`config.mk`:
```
export PLATFORM = sky130hd
export DESIGN_NAME = instruction_fetch_flat
export DESIGN_NICKNAME = d
export VERILOG_FILES = /design/src/rtl/instruction_fetch_if.sv /design/src/rtl/instruction_fetch.sv /design/src/flat_wrapper.sv
export SDC_FILE = /design/constraint.sdc
export NUM_CORES = 1
export LEC_CHECK = 0
export CORE_AREA = 2 2 108 136
export CTS_CLUSTER_SIZE = 24
export DETAILED_ROUTE_END_ITERATION = 8
export DIE_AREA = 0 0 110 138
export PLACE_DENSITY = 0.87
export SYNTH_ARGS = -nofsm -noshare
export SYNTH_HDL_FRONTEND = slang
export SYNTH_SLANG_ARGS = --single-unit
```
`constraint.sdc`:
```
create_clock -name clk -period 5.1 [get_ports clk]
set_input_delay 1.02 -clock clk [delete_from_list [all_inputs] [get_ports clk]]
set_output_delay 1.02 -clock clk [all_outputs]
set_load 0.02 [all_outputs]
```
`src/rtl/instruction_fetch_if.sv`:
```
// Fetch-stage bundle: instruction-memory request/response, the registered
// instruction presented to decode, and the branch/jump resolution returned
// by execute. master = fetch stage, slave = memory/decode/execute side.
//
// Ports:
//   imem_req/imem_addr        read request and word address (fetch -> imem)
//   imem_rdata/imem_valid     instruction word and its valid (imem -> fetch)
//   instr/instr_valid/instr_pc/link_addr   held instruction for decode/execute
//   exec_done/branch/branch_cond/jump/jump_use_reg/reg_target   retirement + resolution
//   fetch_err                 misaligned-target trap flag
interface instruction_fetch_if;
   logic          imem_req;
   logic [31:0]   imem_addr;
   logic [0:31]   imem_rdata;
   logic          imem_valid;
   logic [0:31]   instr;
   logic          instr_valid;
   logic [31:0]   instr_pc;
   logic [31:0]   link_addr;
   logic          exec_done;
   logic          branch;
   logic          branch_cond;
   logic          jump;
   logic          jump_use_reg;
   logic [31:0]   reg_target;
   logic          fetch_err;

   modport master (
      output imem_req, imem_addr,
      input  imem_rdata, imem_valid,
      output instr, instr_valid, instr_pc, link_addr,
      input  exec_done, branch, branch_cond, jump, jump_use_reg, reg_target,
      output fetch_err
   );

   modport slave (
      input  imem_req, imem_addr,
      output imem_rdata, imem_valid,
      input  instr, instr_valid, instr_pc, link_addr,
      output exec_done, branch, branch_cond, jump, jump_use_reg, reg_target,
      input  fetch_err
   );
endinterface

```
`src/rtl/instruction_fetch.sv`:
```
// Purpose: DLX fetch stage; owns the PC, fetches one word at a time, holds it until retired.
// Latency: response -> instr_valid next cycle; exec_done -> new imem_addr next cycle (2-cycle min per instr).
// Backpressure: waits in REQ for imem_valid, waits in HOLD for exec_done; never issues a second request.
//
// Ports: clk, reset (synchronous, active-high); bus = instruction_fetch_if.master
// (memory request/response, held instruction, execute resolution, fetch_err).
// Parameter RESET_PC: PC loaded on reset.
// Optional feature macro FETCH_MISALIGN_TRAP_EN: a misaligned next PC traps into
// ERR (fetch_err=1, fetch stops until reset). Without it the low two PC bits
// are cleared and fetch carries on; fetch_err is tied low.
module instruction_fetch #(
   parameter logic [31:0] RESET_PC = 32'h0000_0000
) (
   input  logic               clk,
   input  logic               reset,
   instruction_fetch_if.master bus
);

   localparam logic [1:0] IDLE = 2'd0;
   localparam logic [1:0] REQ  = 2'd1;
   localparam logic [1:0] HOLD = 2'd2;
`ifdef FETCH_MISALIGN_TRAP_EN
   localparam logic [1:0] ERR  = 2'd3;
`endif

   logic [1:0]  state;
   logic [31:0] pc;
   logic [0:31] instr_q;
   logic [31:0] instr_pc_q;

   logic [31:0] seq_pc;
   logic [31:0] jump_tgt;
   logic [31:0] branch_tgt;
   logic [31:0] next_pc;
   logic [31:0] pc_load;

   // instr uses MSB-first numbering: instr[6:31] is the 26-bit jump offset,
   // instr[16:31] the 16-bit branch offset; both are byte offsets, unshifted.
   assign seq_pc     = instr_pc_q + 32'd4;
   assign jump_tgt   = seq_pc + {{6{instr_q[6]}}, instr_q[6:31]};
   assign branch_tgt = seq_pc + {{16{instr_q[16]}}, instr_q[16:31]};

   // Register jumps beat PC-relative jumps, which beat taken branches.
   always_comb begin
      next_pc = seq_pc;
      if (bus.jump && bus.jump_use_reg)
         next_pc = bus.reg_target;
      else if (bus.jump)
         next_pc = jump_tgt;
      else if (bus.branch && bus.branch_cond)
         next_pc = branch_tgt;
   end

`ifdef FETCH_MISALIGN_TRAP_EN
   // Keep the offending target visible on imem_addr while trapped.
   assign pc_load = next_pc;
`else
   assign pc_load = next_pc & 32'hFFFF_FFFC;
`endif

   always_ff @(posedge clk) begin
      if (reset) begin
         state      <= IDLE;
         pc         <= RESET_PC;
         instr_q    <= '0;
         instr_pc_q <= '0;
      end else begin
         case (state)
            IDLE: state <= REQ;
            REQ: begin
               if (bus.imem_valid) begin
                  instr_q    <= bus.imem_rdata;
                  instr_pc_q <= pc;
                  state      <= HOLD;
               end
            end
            HOLD: begin
               if (bus.exec_done) begin
                  pc <= pc_load;
`ifdef FETCH_MISALIGN_TRAP_EN
                  state <= (next_pc[1:0] != 2'b00) ? ERR : REQ;
`else
                  state <= REQ;
`endif
               end
            end
`ifdef FETCH_MISALIGN_TRAP_EN
            ERR: state <= ERR;
`endif
            default: state <= IDLE;
         endcase
      end
   end

   assign bus.imem_req    = (state == REQ);
   assign bus.imem_addr   = pc;
   assign bus.instr       = instr_q;
   assign bus.instr_valid = (state == HOLD);
   assign bus.instr_pc    = instr_pc_q;
   assign bus.link_addr   = instr_pc_q + 32'd4;
`ifdef FETCH_MISALIGN_TRAP_EN
   assign bus.fetch_err   = (state == ERR);
`else
   assign bus.fetch_err   = 1'b0;
`endif

endmodule

```
`src/flat_wrapper.sv`:
```
// flat-port wrapper written by rule: the top's interface ports become plain ports
module instruction_fetch_flat 
#(
   parameter logic [31:0] RESET_PC = 32'h0000_0000
)
  (clk, reset, bus_imem_req, bus_imem_addr, bus_imem_rdata, bus_imem_valid, bus_instr, bus_instr_valid, bus_instr_pc, bus_link_addr, bus_exec_done, bus_branch, bus_branch_cond, bus_jump, bus_jump_use_reg, bus_reg_target, bus_fetch_err);
  instruction_fetch_if bus_i ();
  input  logic clk;
  input  logic reset;
  output wire logic [$bits(bus_i.imem_req)-1:0] bus_imem_req;
  output wire logic [$bits(bus_i.imem_addr)-1:0] bus_imem_addr;
  input wire logic [$bits(bus_i.imem_rdata)-1:0] bus_imem_rdata;
  input wire logic [$bits(bus_i.imem_valid)-1:0] bus_imem_valid;
  output wire logic [$bits(bus_i.instr)-1:0] bus_instr;
  output wire logic [$bits(bus_i.instr_valid)-1:0] bus_instr_valid;
  output wire logic [$bits(bus_i.instr_pc)-1:0] bus_instr_pc;
  output wire logic [$bits(bus_i.link_addr)-1:0] bus_link_addr;
  input wire logic [$bits(bus_i.exec_done)-1:0] bus_exec_done;
  input wire logic [$bits(bus_i.branch)-1:0] bus_branch;
  input wire logic [$bits(bus_i.branch_cond)-1:0] bus_branch_cond;
  input wire logic [$bits(bus_i.jump)-1:0] bus_jump;
  input wire logic [$bits(bus_i.jump_use_reg)-1:0] bus_jump_use_reg;
  input wire logic [$bits(bus_i.reg_target)-1:0] bus_reg_target;
  output wire logic [$bits(bus_i.fetch_err)-1:0] bus_fetch_err;
  assign bus_imem_req = bus_i.imem_req;
  assign bus_imem_addr = bus_i.imem_addr;
  assign bus_i.imem_rdata = bus_imem_rdata;
  assign bus_i.imem_valid = bus_imem_valid;
  assign bus_instr = bus_i.instr;
  assign bus_instr_valid = bus_i.instr_valid;
  assign bus_instr_pc = bus_i.instr_pc;
  assign bus_link_addr = bus_i.link_addr;
  assign bus_i.exec_done = bus_exec_done;
  assign bus_i.branch = bus_branch;
  assign bus_i.branch_cond = bus_branch_cond;
  assign bus_i.jump = bus_jump;
  assign bus_i.jump_use_reg = bus_jump_use_reg;
  assign bus_i.reg_target = bus_reg_target;
  assign bus_fetch_err = bus_i.fetch_err;
  instruction_fetch #(.RESET_PC(RESET_PC)) u_core (.clk(clk), .reset(reset), .bus(bus_i));
endmodule
```
==> out/results.tsv <==
metric	value	unit
run status	complete, no violations	
minimum clock period	4.40	ns
global-route wire length before repair	35700	um
Main synth FF type	dfxtp_1	
Hold Crit Class	flip-flop to flip-flop	
Final ANT Viol Nets	0	
WP data arrival	3.38	ns
Min Hold Slack	0.455	ns
LEAKAGE	0.00346	uW
Final HPWL DP	17200	um
final hold violations	0	
initial antenna violation count	0	
IO Count	203	
Layout area overhead	34.6	%
VDD IR max	150	uV
drt pass-1 iters	7	
crit share post-route	86.3	%
setup TNS	0	ns
CTS Buf Count	9	
CP Launch Type	flip-flop	
Worst Tran Pin Value	0.949	ns
Final setup viols	0	
dpl cells	1259	
Synth Register Bits	94	
sequential fraction of the synthesis area	27.8	%
Total GRT Usage	29.8	%
Synth Area per Inst	7.37	sq um
most frequent cells in the layout	nand2_1 (224), clkdlybuf4s50_1 (192), a21oi_1 (132)	
pin count of the biggest net entering global routing	89	
final core occ	64.9	%
H-Tree Depth	3	
Setup CP Type	flip-flop to output pin	
Req. time, crit path	4.08	ns
drt via density	5.86	
Max Cap Viol	0	
Max FO, Critical Path	7	
Layout fillers	1210	
Slew Viols, Final	0	
Slew headroom	36.7	%
latest clock arrival within the worst-skew pair	0.35	ns
core area	14000	sq um
Die Wd	110	um
routability cong.	0.916	
clock buffer depth	2	
Post-Layout Cell Count	1275	
root buffer cell	clkbuf_16	
CTS tree	yes	
die footprint	15200	sq um
WL/cell	17.8	um
commonest non-fill, non-tap cell in the layout	nand2_1	
RSZ-0062 raised after global routing	false	
Antenna diodes	0	
Synth Instances	919	
vias in the first global route	7114	
Resized cells post-CTS	0	
FF/Latch Area	1880	sq um
Starting Density	48.2	%
Worst setup EP type	output pin	
share of layout cells above drive strength 1	4.65	%
setup bufs post-CTS	0	
Sink Count	94	
FMAX	227	MHz
Async SR Flop Fraction	0	%
clk_skew	0.00627	ns
DRC viols	0	
IO Port Bufs	193	
post-synth cell types	68	
Rows	49	
Post-Syn Area	6770	sq um
Tot Pwr	1720	uW
# nets final	1214	
final WL	22700	um
area taken by multi-input logic gates	4630	sq um
Worst-path clk slew	0.07	ns
Syn. warnings	0	
Power Density	189	nW/um^2
die height	138	um
Iter 0 DRT Violations	449	
total gr overflow	0	
hold-fix buffers at CTS	0	
Post-synth EDFFs	0	
via count	7474	
==> sequential cells by signal, indices dropped and copies added (netlist names) <==
name	cells
u_core.state	2
u_core.bus.imem_addr	30
u_core.bus.instr	32
u_core.bus.instr_pc	30
==> through the flow <==
step,worst slack [ns],area [sq um]
after global placement,1.03,8830
after floorplan,1.20,6800
after CTS,0.721,9120
after detailed placement,0.976,8830
after global routing,0.405,9120
final,0.698,9120
==> critical path, stage by stage, from the launching register on <==
cell and delay [ns]:
dfxtp_1 0.45, ha_1 0.21, and3_1 0.22, nand2_1 0.13, nor3_2 0.32, nand4_1 0.32
nor2_1 0.20, xor2_1 0.46, clkdlybuf4s50_1 0.71
==> cell usage after synthesis, types with 5 or more instances <==
library cell  instances  area [sq um]
a211oi_1              9          67.6
a21o_1               12          90.1
a21oi_1             132           661
and2_1                7          43.8
and3_1                6          37.5
buf_4                 7          52.6
clkbuf_1             42           158
dfxtp_1              94          1880
ha_1                 49           613
inv_1                15          56.3
mux2i_1               5          50.1
nand2_1             225           845
nand3_1              17          85.1
nand4_1              13          81.3
nor2_1               47           176
nor3_1               12          60.1
o211ai_1             36           270
o21a_1                6          45.0
o21ai_0              33           165
o21bai_1              5          37.5
o221ai_1              7          61.3
xnor2_1              32           280
xor2_1               30           263
==> cell type report <==
cell class / instances / share of cell area (%)
clock buffers: 10 / 2.62
clock inverters: 6 / 0.563
multi-input cells: 764 / 50.8
repair buffers: 208 / 22.4
inverters: 15 / 0.617
flip-flops and latches: 94 / 20.6
well taps: 178 / 2.44
==> path summary, 6_finish.rpt <==
path	end	depth (start not counted)	from	slack (ns)
max	bus_link_addr[26]	8	u_core.bus.instr_pc[2]	0.70
min	u_core.bus.instr[2]	2	u_core.bus.instr[2]	0.46
min reg2reg	u_core.bus.instr[2]	2	u_core.bus.instr[2]	0.46
max reg2reg	u_core.bus.imem_addr[25]	17	u_core.bus.instr_pc[2]	0.83
==> logic make-up after synthesis <==
logic type / Yosys count / synth area share [%]
adders and majority gates: 50 / 9.35
and+or+nand+nor: 355 / 23.1
xor gates and xnor gates: 64 / 8.66
buffers and inverters: 67 / 4.27
AOI/OAI and AO/OA: 282 / 25.9
muxes: 6 / 0.905
other: 1 / 0.0554
DFF: 94 / 27.8
==> power breakdown <==
group / switching [uW] / internal [uW] / total, uW
clock: 325 / 352 / 676
combinational: 158 / 123 / 281
sequential: 15.4 / 750 / 766
==> metal layers <==
layer / routed length [um] / global-route usage (%) / share of wire [%] / vias up
met2: 10900 / 50.0 / 48 / 338
met5: 0 / 0 / 0 / -
li1: - / - / - / 3618
met1: 8590 / 33.5 / 38 / 3435
met4: 1330 / 16.5 / 5.9 / 0
met3: 1820 / 7.87 / 8.0 / 83
No activity file was read; power rests on OpenSTA's default activity.
